**config.mk**
```make
export PLATFORM = sky130hd
export DESIGN_NAME = mem_access
export DESIGN_NICKNAME = d
export VERILOG_FILES = /design/src/rtl/mem_access_pkg.sv /design/src/rtl/load_formatter.sv /design/src/rtl/mem_access.sv
export SDC_FILE = /design/constraint.sdc
export NUM_CORES = 1
export LEC_CHECK = 0
export CORE_MARGIN = 2
export CORE_UTILIZATION = 41
export DETAILED_ROUTE_END_ITERATION = 7
export GPL_ROUTABILITY_DRIVEN = 0
export GPL_TIMING_DRIVEN = 0
export PLACE_DENSITY_LB_ADDON = 0.15
export SETUP_SLACK_MARGIN = 0.1
export SLEW_MARGIN = 10
export SYNTH_ARGS = -nofsm -noshare
export SYNTH_HDL_FRONTEND = slang
export SYNTH_HIERARCHICAL = 1
export SYNTH_SLANG_ARGS = --single-unit
```
**constraint.sdc**
```tcl
create_clock -name clk -period 2.26 [get_ports clk]
set_input_delay 0.678 -clock clk [delete_from_list [all_inputs] [get_ports clk]]
set_output_delay 0.678 -clock clk [all_outputs]
set_load 0.005 [all_outputs]
```
**src/rtl/mem_access_pkg.sv**
```systemverilog
// mem_access_pkg: shared load/store width codes, FSM state constants and width normalisation.
package mem_access_pkg;
  typedef enum logic [2:0] {
    MW_B  = 3'b000,
    MW_H  = 3'b001,
    MW_W  = 3'b010,
    MW_BU = 3'b100,
    MW_HU = 3'b101
  } mem_width_e;
  localparam logic [0:0] ST_IDLE = 1'b0;
  localparam logic [0:0] ST_WAIT = 1'b1;
  // Reserved funct3 codes behave as a full word.
  function automatic mem_width_e norm_width(input logic [2:0] f);
    return (f inside {3'b000, 3'b001, 3'b100, 3'b101}) ? mem_width_e'(f) : MW_W;
  endfunction
endpackage

```
**src/rtl/load_formatter.sv**
```systemverilog
// load_formatter: selects the addressed byte/half of a read word and sign- or zero-extends it.
module load_formatter
  import mem_access_pkg::*;
(
  input  logic [31:0] rdata_i,
  input  logic [1:0]  lane_i,
  input  mem_width_e  width_i,
  output logic [31:0] result_o
);
  logic [31:0] sh;
  assign sh = rdata_i >> {lane_i, 3'b000};
  always_comb
    result_o = (width_i == MW_B)  ? {{24{sh[7]}}, sh[7:0]} :
               (width_i == MW_BU) ? {24'b0, sh[7:0]} :
               (width_i == MW_H)  ? {{16{sh[15]}}, sh[15:0]} :
               (width_i == MW_HU) ? {16'b0, sh[15:0]} : rdata_i;
endmodule

```
**src/rtl/mem_access.sv**
```systemverilog
// mem_access: memory stage with req/ack data-memory handshake and load formatting.
// Optional bus-error timeout in WAIT is enabled by defining MEM_TIMEOUT_EN.
module mem_access
  import mem_access_pkg::*;
#(
  parameter int TIMEOUT_CYCLES = 16
) (
  input  logic        clk,
  input  logic        rst,
  input  logic        valid_in,
  input  logic [31:0] alu_result,
  input  logic [31:0] rs2_data,
  input  logic        mem_read,
  input  logic        mem_write,
  input  logic [2:0]  mem_width,
  output logic        stall,
  output logic        dmem_req,
  output logic        dmem_we,
  output logic [31:0] dmem_addr,
  output logic [31:0] dmem_wdata,
  output logic [3:0]  dmem_be,
  input  logic [31:0] dmem_rdata,
  input  logic        dmem_ack,
  output logic        valid_out,
  output logic [31:0] mem_result,
  output logic        misaligned,
  output logic        bus_error
);
  logic [0:0]  state_q, state_d;
  logic        req_q, req_d, we_q, we_d, valid_q, valid_d, mis_q, mis_d, berr_q, berr_d;
  logic [31:0] addr_q, addr_d, wdata_q, wdata_d, result_q, result_d, fmt, wd_st;
  logic [3:0]  be_q, be_d, be_st;
  mem_width_e  width_q, width_d, w;
  logic        byte_op, half_op, memop, mis, acc, issue, ack_done, tout;
  assign w        = norm_width(mem_width);
  assign byte_op  = (w == MW_B) || (w == MW_BU);
  assign half_op  = (w == MW_H) || (w == MW_HU);
  assign memop    = mem_read | mem_write;
  assign mis      = (half_op && alu_result[0]) || (w == MW_W && alu_result[1:0] != 2'b00);
  assign acc      = (state_q == ST_IDLE) && valid_in;
  assign issue    = acc && memop && !mis;
  assign ack_done = (state_q == ST_WAIT) && req_q && dmem_ack;
  assign be_st    = byte_op ? 4'b0001 << alu_result[1:0] : half_op ? 4'b0011 << alu_result[1:0] : 4'b1111;
  assign wd_st    = byte_op ? {4{rs2_data[7:0]}} : half_op ? {2{rs2_data[15:0]}} : rs2_data;
`ifdef MEM_TIMEOUT_EN
  localparam int CW = $clog2(TIMEOUT_CYCLES + 1);
  logic [CW-1:0] cnt_q;
  assign tout = (state_q == ST_WAIT) && !dmem_ack && (cnt_q == CW'(TIMEOUT_CYCLES - 1));
  always_ff @(posedge clk)
    if (rst) cnt_q <= '0;
    else     cnt_q <= (state_q == ST_WAIT) ? cnt_q + 1'b1 : '0;
`else
  assign tout = 1'b0;
`endif
  load_formatter u_fmt (
    .rdata_i  (dmem_rdata),
    .lane_i   (addr_q[1:0]),
    .width_i  (width_q),
    .result_o (fmt)
  );
  always_comb begin
    state_d  = state_q;
    req_d    = req_q;
    we_d     = we_q;
    addr_d   = addr_q;
    wdata_d  = wdata_q;
    be_d     = be_q;
    width_d  = width_q;
    valid_d  = 1'b0;
    result_d = result_q;
    mis_d    = 1'b0;
    berr_d   = 1'b0;
    if (acc && !issue) begin
      valid_d  = 1'b1;
      result_d = alu_result;
      mis_d    = memop;
    end else if (issue) begin
      state_d = ST_WAIT;
      req_d   = 1'b1;
      we_d    = mem_write;
      addr_d  = alu_result;
      wdata_d = mem_write ? wd_st : 32'h0;
      be_d    = mem_write ? be_st : 4'b1111;
      width_d = w;
    end else if (ack_done || tout) begin
      state_d  = ST_IDLE;
      req_d    = 1'b0;
      valid_d  = 1'b1;
      berr_d   = tout;
      result_d = tout ? 32'h0 : we_q ? addr_q : fmt;
    end
  end
  always_ff @(posedge clk)
    if (rst) begin
      state_q  <= ST_IDLE;
      req_q    <= 1'b0;
      we_q     <= 1'b0;
      addr_q   <= '0;
      wdata_q  <= '0;
      be_q     <= '0;
      width_q  <= MW_B;
      valid_q  <= 1'b0;
      result_q <= '0;
      mis_q    <= 1'b0;
      berr_q   <= 1'b0;
    end else begin
      state_q  <= state_d;
      req_q    <= req_d;
      we_q     <= we_d;
      addr_q   <= addr_d;
      wdata_q  <= wdata_d;
      be_q     <= be_d;
      width_q  <= width_d;
      valid_q  <= valid_d;
      result_q <= result_d;
      mis_q    <= mis_d;
      berr_q   <= berr_d;
    end
  assign stall      = (state_q == ST_WAIT);
  assign dmem_req   = req_q;
  assign dmem_we    = we_q;
  assign dmem_addr  = {addr_q[31:2], 2'b00};
  assign dmem_wdata = wdata_q;
  assign dmem_be    = be_q;
  assign valid_out  = valid_q;
  assign mem_result = result_q;
  assign misaligned = mis_q;
  assign bus_error  = berr_q;
endmodule
```
# Word level (Yosys, flattened, before mapping)
# Index checks and enable logic that the tools add are counted.
[op_classes]
eq_ne = 11
n_mux = 20
bitwise_logic = 3
shifts = 3
n_reduce_logical = 23
[ops]
columns = ["cell", "n"]
rows = [
  ["32-bit two-way mux", 11],
  ["32-bit by 5-bit >> shifter with 16-bit output", 1],
  ["3-bit equality test, second input constant", 6],
  ["4-bit two-way mux", 3],
  ["3-bit by 1-bit equality test with 1-bit output, second input constant", 3],
  ["3-bit zero test", 3],
  ["1-bit logical AND", 7],
  ["2-bit AND reduction", 3],
  ["2-bit nonzero test", 3],
  ["1-bit two-way mux", 5],
  ["4-bit nonzero test", 1],
  ["1-bit by 2-bit << shifter with 4-bit output, first input constant", 1],
  ["2-bit by 2-bit << shifter with 4-bit output, first input constant", 1],
  ["3-bit by 2-bit equality test with 1-bit output, second input constant", 1],
  ["1-bit logical OR", 3],
  ["3-bit two-way mux", 1],
  ["1-bit zero test", 2],
  ["2-bit by 1-bit != test with 1-bit output, second input constant", 1],
  ["1-bit inverter", 2],
  ["2-bit OR reduction", 1],
  ["1-bit bitwise OR", 1],
]
[totals]
in_bits = 105
ff_bits = 107
elab_cells = 69

# Depth between registers and ports, before layout
# Gate-level depths: netlist of run 1.
[depth]
depth_word = 13
ltp_mapped = 9

# Hierarchy
# The synthesis of run 1 kept the hierarchy.
[modules_own_cells]
columns = ["module", "instances", "area_each_um2", "seq_area_each_um2", "cells_each"]
rows = [
  ["mem_access", 1, 5029.8, 2142.1, 532],
  ["load_formatter", 1, 788.3, 0.0, 122],
]

# Least setup slack after synthesis of run 1
# OpenSTA, ideal clock, no wires.
[synth_path]
path_type = "input port to flip-flop"
startpoint = "input port alu_result[1]"
endpoint = "register addr_q[16]"
setup_ps = 132
t_required_ps = 2128
path_buffers = 3
t_arrival_ps = 2131
cell_stages = 9
setup_slack_ps = -4
cell_sequence = "inv_1 > ha_1 > and2b_1 > or4_1 > buf_2 > buf_6 > buf_6 > nand2_1 > a21oi_1"
[synth_between]
elab_chain_cells = 9
[synth_rtl]
columns = ["item", "line", "source"]
rows = [
  ["start, declared", "mem_access.sv:11", "input logic [31:0] alu_result,"],
  ["2-bit nonzero test (*)", "mem_access.sv:39", "assign mis = (half_op && alu_result[0]) || (w == MW_W && alu_result[1:0] != 2'b00);"],
  ["1-bit logical AND (*)", "mem_access.sv:39", ""],
  ["1-bit logical OR (*)", "mem_access.sv:39", ""],
  ["1-bit zero test (*)", "mem_access.sv:41", "assign issue = acc && memop && !mis;"],
  ["1-bit logical AND (*)", "mem_access.sv:41", ""],
  ["1-bit zero test", "mem_access.sv:73", "if (acc && !issue) begin"],
  ["1-bit logical AND", "mem_access.sv:73", ""],
  ["1-bit inverter (no line)", "--", ""],
  ["2-bit AND reduction (no line) (*)", "--", ""],
  ["end signal, assigned", "mem_access.sv:110", "addr_q <= addr_d;"],
  ["end, declared", "mem_access.sv:31", "logic [31:0] addr_q, addr_d, wdata_q, wdata_d, result_q, result_d, fmt, wd_st;"],
]
# Mark *: on every way between the ends. The rest lies on a longest branch, timed or not.
# A chain may end at the register's enable or synchronous reset.

# Worst setup path in the final report of run 1
[layout_path]
startpoint = "input port dmem_rdata[25]"
endpoint = "register result_q[9], in the netlist mem_result[9]"
[layout_between]
elab_chain_cells = 9
[layout_rtl]
columns = ["item", "line", "source"]
rows = [
  ["start, declared", "mem_access.sv:22", "input logic [31:0] dmem_rdata,"],
  ["32-bit by 5-bit >> shifter with 16-bit output (*)", "load_formatter.sv:11", "assign sh = rdata_i >> {lane_i, 3'b000};"],
  ["32-bit two-way mux", "load_formatter.sv:16", "(width_i == MW_HU) ? {16'b0, sh[15:0]} : rdata_i;"],
  ["32-bit two-way mux (*)", "load_formatter.sv:15", "(width_i == MW_H) ? {{16{sh[15]}}, sh[15:0]} :"],
  ["32-bit two-way mux (*)", "load_formatter.sv:14", "(width_i == MW_BU) ? {24'b0, sh[7:0]} :"],
  ["32-bit two-way mux (*)", "load_formatter.sv:13", "result_o = (width_i == MW_B) ? {{24{sh[7]}}, sh[7:0]} :"],
  ["net fmt[9]", "mem_access.sv:31", ""],
  ["32-bit two-way mux (*)", "mem_access.sv:90", "result_d = tout ? 32'h0 : we_q ? addr_q : fmt;"],
  ["32-bit two-way mux (*)", "mem_access.sv:85", "end else if (ack_done || tout) begin"],
  ["32-bit two-way mux (*)", "mem_access.sv:77", "end else if (issue) begin"],
  ["32-bit two-way mux (*)", "mem_access.sv:73", ""],
  ["end signal, assigned", "mem_access.sv:115", "result_q <= result_d;"],
  ["end, declared", "mem_access.sv:31", ""],
]
# Mark *: on every way through the listed nets, which the timed path passes. The rest lies on a longest branch. The select of a mux whose other input is x is not followed.

==> results of run 1 <==
worst reg2reg max path, delay by kind of cell (launching register included):
kind	cells	cell delay (ns)
DFF	1	0.41
muxes	3	0.79
buffers and inverters	2	0.38
AOI/OAI and AO/OA	2	0.18
and+or+nand+nor	1	0.18
registers in the layout (all words and copies together) (netlist names):
| signal | count |
|---|---|
| addr_q | 32 |
| valid_out | 1 |
| misaligned | 1 |
| width_q | 3 |
| mem_result | 32 |
| dmem_wdata | 32 |
| dmem_req | 1 |
| dmem_be | 4 |
| dmem_we | 1 |
layout make-up:
| type | count | area, um2 | share of cell area |
|---|---|---|---|
| flip-flops and latches | 107 | 2140 | 0.247 |
| inverters | 5 | 40.0 | 0.00461 |
| multi-input cells | 449 | 3240 | 0.373 |
| clock inverters | 4 | 48.8 | 0.00562 |
| plain buffers | 95 | 629 | 0.0725 |
| repair buffers | 211 | 2110 | 0.243 |
| clock buffers | 12 | 246 | 0.0284 |
| well taps | 180 | 225 | 0.0260 |
routing by layer:
layer	share of wire	vias to the layer above
met5	0	-
met4	0.024	0
met3	0.079	31
met2	0.46	241
met1	0.44	2699
li1	-	2760
through the flow:
stage | setup TNS, ns | hold WS [ns] | instances | total power [mW] | worst slack, ns
CTS | 0 | 0.452 | 1060 | 5.07 | 0.114
floorplan | 0 | 0.429 | 656 | 2.82 | 0.0300
global placement | -93.16 | 0.439 | 1041 | 3.44 | -1.06
finish | 0 | 0.449 | 1063 | 5.08 | 0.112
global route | 0 | 0.477 | 1063 | 5.29 | 0.0864
detailed placement | -95.44 | 0.443 | 1041 | 3.47 | -1.09
power by group through the flow:
stage / logic, mW / registers, mW / clock network (mW)
2_1_floorplan: 0.699 / 2.12 / 0
3_3_place_gp: 1.32 / 2.12 / 0
3_5_place_dp: 1.34 / 2.13 / 0
4_1_cts: 1.37 / 2.09 / 1.61
5_1_grt: 1.50 / 2.10 / 1.69
6_report: 1.40 / 2.09 / 1.59
cells by family after synthesis:
family / Yosys count / synth area share
other cells: 1 / 0.000645
simple gates: 170 / 0.130
flops: 107 / 0.368
mux: 91 / 0.169
buf+inv: 100 / 0.102
fa+ha+maj: 4 / 0.00860
compound gates: 181 / 0.222
cell usage after synthesis, types with 2 or more instances:
cell type / n
a21oi_1: 40
a221oi_1: 7
a22oi_1: 39
buf_2: 23
buf_4: 36
buf_6: 7
clkbuf_1: 29
dfxtp_1: 107
ha_1: 4
inv_1: 5
mux2_2: 50
mux2i_1: 40
nand2_1: 99
nand2b_1: 11
nand3b_1: 3
nor2_1: 42
nor2b_1: 4
o211ai_1: 30
o21ai_0: 12
o21ai_1: 4
o21ba_2: 2
o22ai_1: 7
o2bb2ai_1: 32
o32ai_1: 4
path summary, 6_finish.rpt:
path	startpoint	to	slack, ns	cells after the start
worst max-delay path	dmem_rdata[25]	mem_result[9]	0.11	7
worst min register to register	width_q[0]	width_q[0]	0.45	2
worst min-delay path	width_q[0]	width_q[0]	0.45	2
worst max register to register	addr_q[1]	mem_result[27]	0.22	8
what timing repair did:
action,in CTS,in global routing
buffers inserted,1,3
endpoints found under the setup margin,107,81
pin swaps,3,4
gates cloned,2,0
gates resized for setup,38,27
==> impl_metrics.ini, run 1 <==
[logic_synthesis]
synth-seq-area-share = 0.368
synth.avg_cell_area_um2 = 8.90
synth-edff-count = 0
synth_top_area_share = 0.368
synth_seq_cells = 107
synth_top_area_cell = dfxtp_1
synthFlopType = dfxtp_1
synth_area_um2 = 5820
yosys_warnings = 6
synthCells = 654
synthDistinctLibCells = 41
synth_area_leaders = dfxtp_1 (37%), mux2_2 (9.7%), mux2i_1 (6.9%), nand2_1 (6.4%), a22oi_1 (5.0%)
async_reset_ff_frac = 0

[grt]
grt_use_met2 = 0.391
grt_pass1_vias = 5518
antenna_found_initial = 0
grt_pass1_wl_mm = 28.7
top_usage_layer = met2
use_met1 = 0.327
grt_usage = 0.246
grt_max_degree = 17
overflow = 0
met3_usage = 0.0526

[pwr]
peakVddDrop_v = 0.000324
leakagePower_nw = 3.31
p_sw_frac = 0.275
p_per_area_nw_per_um2 = 585
clkPwrFrac = 0.314
combPwrFrac = 0.275
seq_power_share = 0.411
p_switching_mw = 1.39
internal-power_mw = 3.69

[critical_path]
path_delay_family = compound AO/OA/AOI/OAI gates
crit_type = in2reg
cp-start-kind = primary input
critPathArrivalTime_ns = 2.39
worst-path-buf-inv = 1
path_max_fanout = 2
crit_path_cell_trace = clkdlybuf4s50_1, nand2b_1, a221oi_1, o21ai_0, mux2_2, mux2i_1, o2bb2ai_1
slowest_delay_ns = 0.46
cp_data_required_time_ns = 2.50
critPathCaptureType = flop
crit_slowest_cell = clkdlybuf4s50_1

[die]
core_um2 = 13900
num_io_pins = 211
start_util = 0.419
die_y_um = 123
die_area_um2 = 15200
rows = 43
die_width_um = 123

[routing]
final_antenna_net_count = 0
routedWlPerCell_um = 18.0
viasPerCell = 5.39
routed_wl_mm = 19.1
dr.first_iter.drc_count = 345
vias = 5731
first_pass_iters = 5
drc_errors = 0

[timing]
period_share = 0.950
rsz0062_at_grt = true
hold_viol = 0
fin_crit_ns = 2.15
max_freq_mhz = 466
slew_viol_final = 0
slew-limit-headroom = 0.539
skew_ns = 0.0101
worstMarginPinSlew_ns = 0.690
setup_viol = 0

[hold_path]
min_path_type = reg2reg

[clocking]
cts_tree = yes
clockRootBuffer = clkbuf_16
cts_buffers = 9
clockBufferDepth = 2
clock_sinks = 107
ctsHoldBuffers = 0
ctsHtreeMaxLevel = 3
cts.reportedPaths.clkPinSlew_ns = 0.07
clk_latency_ns = 0.35

[final_layout]
layout-drive-gt1-share = 0.208
fillCellCount = 1202
nNetsFinal = 987
diodes = 0
area_growth_pct = 49.1
final_util = 0.625
final_common_cell = clkdlybuf4s50_1
design_area_um2 = 8680
final_cell_mix = clkdlybuf4s50_1 (197), dfxtp_1 (106), nand2_1 (99), mux2_2 (48), buf_4 (45)

[job]
drv_cap = 0

[placement]
portBuffers = 205
dpl_cell_area_um2 = 8220
dp_hpwl_mm = 14.6

[status]
status = finished, final reports clean
Note: power is estimated with default switching activity, not from simulation.
==> run 2: changes to the inputs <==
--- a/config.mk
+++ b/config.mk
@@ -7,10 +7,12 @@
 export LEC_CHECK = 0
 export CORE_MARGIN = 2
 export CORE_UTILIZATION = 41
+export CTS_CLUSTER_SIZE = 14
 export DETAILED_ROUTE_END_ITERATION = 7
 export GPL_ROUTABILITY_DRIVEN = 0
 export GPL_TIMING_DRIVEN = 0
 export PLACE_DENSITY_LB_ADDON = 0.15
+export REMOVE_ABC_BUFFERS = 1
 export SETUP_SLACK_MARGIN = 0.1
 export SLEW_MARGIN = 10
 export SYNTH_ARGS = -nofsm -noshare
==> run 2 against run 1 <==
Against the previous run: power rose by 0.46%; non-clock buffer count down 68; maximum frequency is 3.6% higher; die area unchanged; the flow now finishes with violations (design-rule violations); worst hold slack improved by 0.019 ns; via count hardly changed.
==> impl_metrics.ini, run 2 (synthesis results as in run 1) <==
[final_layout]
final_common_cell = clkdlybuf4s50_1
final_cell_mix = clkdlybuf4s50_1 (196), dfxtp_1 (103), nand2_1 (99), mux2_2 (49), nor2_1 (41)
diodes = 0
fillCellCount = 1205
layout-drive-gt1-share = 0.187
area_growth_pct = 46.0
multiInputGateArea_um2 = 3410
final_util = 0.612
nNetsFinal = 935
seq_area_um2 = 2160

[hold_path]
hold_start = mem_result[14]
whs_path_depth = 1
whs_endpoint = mem_result[14]
min_path_type = reg2reg

[grt]
antenna_found_initial = 0
grt_pass1_wl_mm = 30.7
grt_max_degree = 81
grt_pass1_vias = 5474
grt_usage = 0.266
overflow = 0

[job]
drv_cap = 0

[routing]
vias = 5730
first_pass_iters = 8
viasPerCell = 5.67
routed_wl_mm = 21.0
final_antenna_net_count = 0
dr.first_iter.drc_count = 477
routedWlPerCell_um = 20.8
drc_errors = 1

[clocking]
ctsHtreeMaxLevel = 3
cts_tree = yes
clk_latency_ns = 0.35
cts.reportedPaths.clkPinSlew_ns = 0.07
cts_buffers = 9
clockRootBuffer = clkbuf_16
clock_sinks = 107
clockBufferDepth = 2

[critical_path]
cpMostUsedCell = buf_12
r2r_cells = 6
cp-start-kind = primary input
path_max_fanout = 14
critPathArrivalTime_ns = 2.36
crit_path_cell_trace = buf_2, inv_2, ha_4, and2b_4, nor4_4, buf_6, buf_12, buf_12, nand3b_1, a21oi_1
critPathCaptureType = flop
cp_data_required_time_ns = 2.54
r2r-start = width_q[0]
crit_type = in2reg
crit_slowest_cell = nor4_4
crit_cells = 10
reg2reg_to = mem_result[28]
worst-path-buf-inv = 5
r2r_slack_ns = 0.20
worstSetupStartpoint = alu_result[0]
path_delay_family = buffers and inverters
slowest_delay_ns = 0.37

[die]
core_um2 = 13900
die_y_um = 123
num_io_pins = 211
rows = 43
start_util = 0.419
die_area_um2 = 15200
die_width_um = 123

[timing]
skew_ns = 0.00820
fin_crit_ns = 2.07
max_freq_mhz = 482
period_share = 0.917
setup_viol = 0
hold_ws_ns = 0.468
rsz0062_at_grt = false
worstMarginPinSlew_ns = 0.947
hold_viol = 0
setup_ws_ns = 0.187
tns_ns = 0
slew-limit-headroom = 0.368
slew_viol_final = 0

[status]
status = finished with violations
violations = design-rule violations

[placement]
post-place-ws_ns = -2.07
portBuffers = 207
dp_hpwl_mm = 12.1

[pwr]
peakVddDrop_v = 0.000395
p_per_area_nw_per_um2 = 601
leakagePower_nw = 3.14
-- run 2: cell count changes in the layout (fill, tap and decap cells not counted), moves of 10 or more --
cell / change
buf_4: -24
clkbuf_1: -22
buf_2: -11
a22oi_1: +10
a22oi_2: -10
-- run 2: worst max path at each step --
stage	slack [ns]	end
after floorplan	-0.90	mem_result[0]
after global placement	-3.48	mem_result[28]
after detailed placement	-2.07	mem_result[13]
after CTS	0.03	mem_result[13]
after global routing	0.09	dmem_wdata[31]
final	0.19	width_q[0]
-- run 2: layout make-up --
class,instances,share of cell area
flip-flops and latches,107,0.254
multi-input cells,465,0.402
repair buffers,238,0.281
well taps,180,0.0265
clock buffers,10,0.0269
inverters,5,0.00221
clock inverters,6,0.00766
-- run 2: what timing repair did --
action | CTS | global route
setup endpoints to repair | 108 | 103
pin swaps | 10 | 15
gates resized for setup | 58 | 36
buffers inserted | 7 | 18
gates cloned | 13 | 4
hold buffers | 0 | 0
-- run 2: per-layer routing --
layer | vias to the layer above | GRT usage | share of wire
li1 | 2703 | - | -
met1 | 2739 | 0.336 | 0.42
met2 | 260 | 0.435 | 0.47
met3 | 28 | 0.0756 | 0.092
met4 | 0 | 0.0895 | 0.020
met5 | - | 0 | 0
-- run 2: power by group --
group	switching [mW]	internal [mW]	total, mW
clock	0.741	0.863	1.60
sequential	0.0958	2.01	2.10
combinational	0.626	0.771	1.40
-- run 2: through the flow --
step | std cells | total power, mW | cell area, um2
final | 1011 | 5.10 | 8500
after floorplan | 561 | 2.68 | 5250
after global routing | 1011 | 5.33 | 8500
after detailed placement | 953 | 3.35 | 7630
after CTS | 989 | 5.07 | 8220
after global placement | 948 | 3.31 | 7550
